==> config.mk <==
export PLATFORM = sky130hd
export DESIGN_NAME = paddle_controller
export DESIGN_NICKNAME = d
export VERILOG_FILES = /design/src/rtl/paddle_controller.sv
export SDC_FILE = /design/constraint.sdc
export NUM_CORES = 1
export LEC_CHECK = 0
export CAP_MARGIN = 20
export CORE_UTILIZATION = 60
export CTS_BUF_LIST = sky130_fd_sc_hd__clkbuf_16
export DETAILED_ROUTE_END_ITERATION = 8
export GPL_ROUTABILITY_DRIVEN = 0
export PLACE_DENSITY = 0.83
export SYNTH_ARGS = -nofsm -noshare
export SYNTH_HDL_FRONTEND = slang
export SYNTH_SLANG_ARGS = --single-unit
==> constraint.sdc <==
create_clock -name clk -period 9 [get_ports clk]
set_input_delay 0.9 -clock clk [delete_from_list [all_inputs] [get_ports clk]]
set_output_delay 0.9 -clock clk [all_outputs]
set_load 0.02 [all_outputs]
==> src/rtl/paddle_controller.sv <==
// Per-frame paddle position generator: synchronizes the player buttons and moves the
// paddle centre once per qualified frame tick with a hold-to-accelerate speed profile.
module paddle_controller #(
   parameter int unsigned SCREEN_WIDTH = 640,
   parameter int unsigned PADDLE_WIDTH = 99,
   parameter int unsigned X_RESET      = 320,
   parameter int unsigned SPEED_MIN    = 2,
   parameter int unsigned SPEED_MAX    = 8,
   parameter int unsigned ACCEL_FRAMES = 4
) (
   input  logic       clk,
   input  logic       rst,
   input  logic       frame_tick,
   input  logic       enable,
   input  logic       btn_left,
   input  logic       btn_right,
   output logic [9:0] x,
   output logic       moving
);

   localparam int unsigned SpeedW = $clog2(SPEED_MAX + 1);
   localparam int unsigned CntW   = $clog2(ACCEL_FRAMES + 1);

   localparam logic [9:0]        XMin    = 10'(PADDLE_WIDTH / 2);
   localparam logic [9:0]        XMax    = 10'(SCREEN_WIDTH - (PADDLE_WIDTH + 1) / 2);
   localparam logic [9:0]        XRst    = 10'(X_RESET);
   localparam logic [SpeedW-1:0] SpdMin  = SpeedW'(SPEED_MIN);
   localparam logic [SpeedW-1:0] SpdMax  = SpeedW'(SPEED_MAX);
   localparam logic [CntW-1:0]   CntWrap = CntW'(ACCEL_FRAMES);

   typedef enum logic [1:0] {StIdle, StMoveL, StMoveR} state_e;

   logic bl_meta, bl_s, br_meta, br_s;

   state_e            state_q, state_d;
   logic [SpeedW-1:0] speed_q, speed_d;
   logic [CntW-1:0]   cnt_q, cnt_d;
   logic [9:0]        x_q, x_d;
   logic              moving_q, moving_d;

   logic              go_left, go_right, same_dir, clamp_l, clamp_r, clamped;
   state_e            tgt_state;
   logic [SpeedW-1:0] cur_speed;
   logic [CntW-1:0]   cur_cnt, cnt_inc;
   logic [10:0]       x_ext, spd_ext, lo_bound, hi_sum;
   logic [9:0]        x_move;

   // Two-flop synchronizers; the raw buttons are asynchronous to clk.
   always_ff @(posedge clk or posedge rst) begin
      if (rst) begin
         bl_meta <= 1'b0;
         bl_s    <= 1'b0;
         br_meta <= 1'b0;
         br_s    <= 1'b0;
      end else begin
         bl_meta <= btn_left;
         bl_s    <= bl_meta;
         br_meta <= btn_right;
         br_s    <= br_meta;
      end
   end

   always_ff @(posedge clk or posedge rst) begin
      if (rst) begin
         state_q  <= StIdle;
         speed_q  <= SpdMin;
         cnt_q    <= '0;
         x_q      <= XRst;
         moving_q <= 1'b0;
      end else begin
         state_q  <= state_d;
         speed_q  <= speed_d;
         cnt_q    <= cnt_d;
         x_q      <= x_d;
         moving_q <= moving_d;
      end
   end

   assign go_left   = bl_s & ~br_s;
   assign go_right  = br_s & ~bl_s;
   assign tgt_state = go_left ? StMoveL : StMoveR;
   assign same_dir  = (state_q == tgt_state);

   // A fresh direction restarts the profile; the entry frame itself counts as one frame.
   assign cur_speed = same_dir ? speed_q : SpdMin;
   assign cur_cnt   = same_dir ? cnt_q : '0;
   assign cnt_inc   = cur_cnt + 1'b1;

   // 11-bit intermediates keep the bound checks free of wrap-around.
   assign x_ext    = {1'b0, x_q};
   assign spd_ext  = 11'(cur_speed);
   assign lo_bound = {1'b0, XMin} + spd_ext;
   assign hi_sum   = x_ext + spd_ext;
   assign clamp_l  = (x_ext < lo_bound);
   assign clamp_r  = (hi_sum > {1'b0, XMax});
   assign clamped  = go_left ? clamp_l : clamp_r;

   always_comb begin
      x_move = x_q;
      if (go_left) begin
         x_move = clamp_l ? XMin : (x_q - 10'(cur_speed));
      end else begin
         x_move = clamp_r ? XMax : hi_sum[9:0];
      end
   end

   always_comb begin
      state_d  = state_q;
      speed_d  = speed_q;
      cnt_d    = cnt_q;
      x_d      = x_q;
      moving_d = moving_q;
      if (frame_tick && enable) begin
         if (go_left || go_right) begin
            state_d  = tgt_state;
            x_d      = x_move;
            moving_d = (x_move != x_q);
            if (clamped) begin
               speed_d = SpdMin;
               cnt_d   = '0;
            end else if (cnt_inc == CntWrap) begin
               cnt_d   = '0;
               speed_d = (cur_speed >= SpdMax) ? SpdMax : cur_speed + 1'b1;
            end else begin
               cnt_d   = cnt_inc;
               speed_d = cur_speed;
            end
         end else begin
            state_d  = StIdle;
            speed_d  = SpdMin;
            cnt_d    = '0;
            moving_d = 1'b0;
         end
      end
   end

   assign x      = x_q;
   assign moving = moving_q;

endmodule

==> results.txt <==
Commonest non-fill, non-tap cells in the layout -> nand2_1 (33), dfrtp_1 (21), o21ai_0 (20), ha_1 (20), inv_1 (18)
Post-CTS sizing -> 0
GRT Overall Usage -> 31.1%
RR Startpoint -> br_s
Worst path max stage delay -> 0.79 ns
Post-cts hold buffer count -> 0
Final-stage net count -> 313
Vias in the first global route -> 2048
RSZ-0062 raised after global routing -> no
Core Region -> 0.00369 sq mm
Critical Path, Cell by Cell -> inv_1 -> ha_1 -> nand2_1 -> o21ai_1 -> nand2_1 -> inv_1 -> ha_1 -> inv_1 -> fa_1 -> or2_4 -> a21oi_4 -> xor2_1 -> a2111oi_4 -> o21ai_2 -> a31oi_1 -> o211a_1 -> a31o_1 -> a32o_1
First-pass GRT wire length -> 10000 um
Overflow after GRT -> 0
Antenna violations before repair -> 0
Worst Max-Slew Pin Slew -> 0.984 ns
Routed Wire Length -> 5830 um
Slowest CP cell -> ha_1
Worst vdd ir -> 0.224 mV
Place WS -> 3.98 ns
Kind of end point of the critical path -> flip-flop
Max cap viols -> 0
Layout area overhead -> 11.5%
DRT antenna net count -> 0
Slew margin rel. -> 34.4%
Hold path start -> br_meta
CTS clk-pin slew, worst paths -> 0.06 ns
Post-DP HPWL -> 4270 um
Num ports -> 17
Final setup fails -> 0
Row count -> 22
Synth Instances -> 277
Die extent in x -> 64.2 um
Skew-Pair Late Insertion Delay -> 0.26 ns
Post-Syn Area -> 0.00232 sq mm
Share of cells above drive strength 1 -> 7.39%
Power Density -> 323 mW/mm^2
Clock Sinks -> 24
Outcome -> completed
CP required -> 9.19 ns
Fin. Hold Viols -> 0
Max Buffers Root-to-Sink -> 2
Path type of the worst setup path -> reg2reg
Largest net degree at the start of global routing -> 31
Diodes inserted -> 0
Tmin final -> 5.16 ns
CTS tree -> built
CP max FO -> 30
Fillers -> 319
Distinct cells, synth -> 61
Starting Density -> 62.9%
Most common cell after layout, fill and taps aside -> nand2_1
Die area -> 0.00412 sq mm
PortBufs -> 16
Critical path startpoint -> br_s
CP Launch Type -> flip-flop
Fin. max-slew vios -> 0
Vias -> 2141
Syn avg cell area -> 8.37 sq um
Final Skew -> 0.00691 ns
Drt first pass iters -> 5
EDFF count, synth -> 0
Drt drc -> 0
CP dominant cell by count -> inv_1
Syn. warnings -> 0
Root Driver -> clkbuf_16
Setup Buffers After CTS -> 0
Register bit total from synthesis -> 24
Vias per cell -> 6.45
H-tree levels -> 1
HP Class -> reg2reg
Fmax -> 194 MHz
CTS buffer count -> 3
Flop-to-flop setup slack -> 3.84 ns
CP arrival -> 5.35 ns
Dominant synthesized flop cell -> dfrtp_1
Async SR Flop Fraction -> 100%
Leak pwr -> 0.00113 uW
WL/cell -> 17.5 um
Setup TNS -> 0 ns
Die H -> 64.2 um
Iter 0 DRT Violations -> 396
Final Cycle Share -> 57.3%
Seq/Total Area, Yosys -> 26.1%
Post-route worst setup slack -> 3.84 ns
Post-Syn Nets -> 305
[worst paths after layout]
kind	endpoint	depth (start not counted)
hold reg to reg	br_s	0
max in group asynchronous	x[3]	2
setup reg to reg	speed_q[0]	18
hold / removal	br_s	0
min in group asynchronous	x[7]	2
setup / recovery	speed_q[0]	18
[sequential cells by signal, indices dropped and copies added, names as in the netlist]
| register | cells |
|---|---|
| bl_meta | 1 |
| state_q | 2 |
| cnt_q | 3 |
| x | 10 |
| br_meta | 1 |
| speed_q | 4 |
| bl_s | 1 |
| moving | 1 |
| br_s | 1 |
[through the flow]
| step | utilization [%] | power, uW | instance area [sq um] | std cells | hold slack [ns] |
|---|---|---|---|---|---|
| 2_1_floorplan | - | 561 | 2320 | 277 | 0.331 |
| 3_3_place_gp | 67.2 | 686 | 2480 | 328 | 0.335 |
| 3_5_place_dp | 67.2 | 693 | 2480 | 328 | 0.343 |
| 4_1_cts | 70.1 | 825 | 2580 | 332 | 0.357 |
| 5_1_grt | 70.1 | 890 | 2580 | 332 | 0.366 |
| 6_report | 70.1 | 836 | 2580 | 332 | 0.356 |
[where the power goes]
part           total (uW)  internal [uW]  switching, uW
logic                 504            212            292
registers             206            137           68.3
clock network         126           88.4           37.2
[synthesized netlist by cell type (5+ instances only)]
cell,n,area share (%)
o21ai_0,20,4.3
ha_1,20,11
nand2b_1,8,2.2
nor3_1,5,1.1
dfrtp_1,21,23
a31oi_1,6,1.6
xnor2_1,9,3.4
nor2_1,17,2.8
a21oi_1,10,2.2
clkbuf_1,10,1.6
a22o_1,6,2.3
o31ai_1,5,1.6
inv_1,18,2.9
nand2_1,33,5.3
nand3_1,10,2.2
[per-layer routing]
| layer | wire length [um] | global-route usage (%) | vias to the layer above |
|---|---|---|---|
| li1 | - | - | 1022 |
| met1 | 2620 | 44.3 | 1000 |
| met2 | 2680 | 47.2 | 101 |
| met3 | 414 | 5.89 | 18 |
| met4 | 110 | 10.0 | 0 |
| met5 | 0 | 0 | - |
[cells by family after synthesis]
family                   after synthesis  synth area share (%)
AND/OR/NAND/NOR                       92                  19.2
AO/OA/AOI/OAI                         91                  30.4
buffers and inverters                 32                  5.61
flip-flops                            24                  26.1
adder cells (fa/ha/maj)               22                  12.5
XOR/XNOR                              13                  4.91
multiplexers                           3                  1.35
[final cells by class]
| class | instances | area [sq um] | share of cell area [%] |
|---|---|---|---|
| multi-input combinational | 221 | 1580 | 61.3 |
| sequential | 24 | 604 | 23.4 |
| timing repair buffer | 16 | 160 | 6.20 |
| clock buffer | 3 | 75.1 | 2.90 |
| inverter | 19 | 71.3 | 2.76 |
| tap | 48 | 60.1 | 2.32 |
| clock inverter | 1 | 30.0 | 1.16 |
[worst max-delay path: cells and delay by family, from the launching register on]
family | cells | cell delay [ns]
adder cells (fa/ha/maj) | 3 | 1.40
buffers and inverters | 3 | 0.27
AND/OR/NAND/NOR | 3 | 0.52
AO/OA/AOI/OAI | 8 | 2.38
XOR/XNOR | 1 | 0.14
flip-flops | 1 | 0.38
Power figures use the tool's default switching activity.
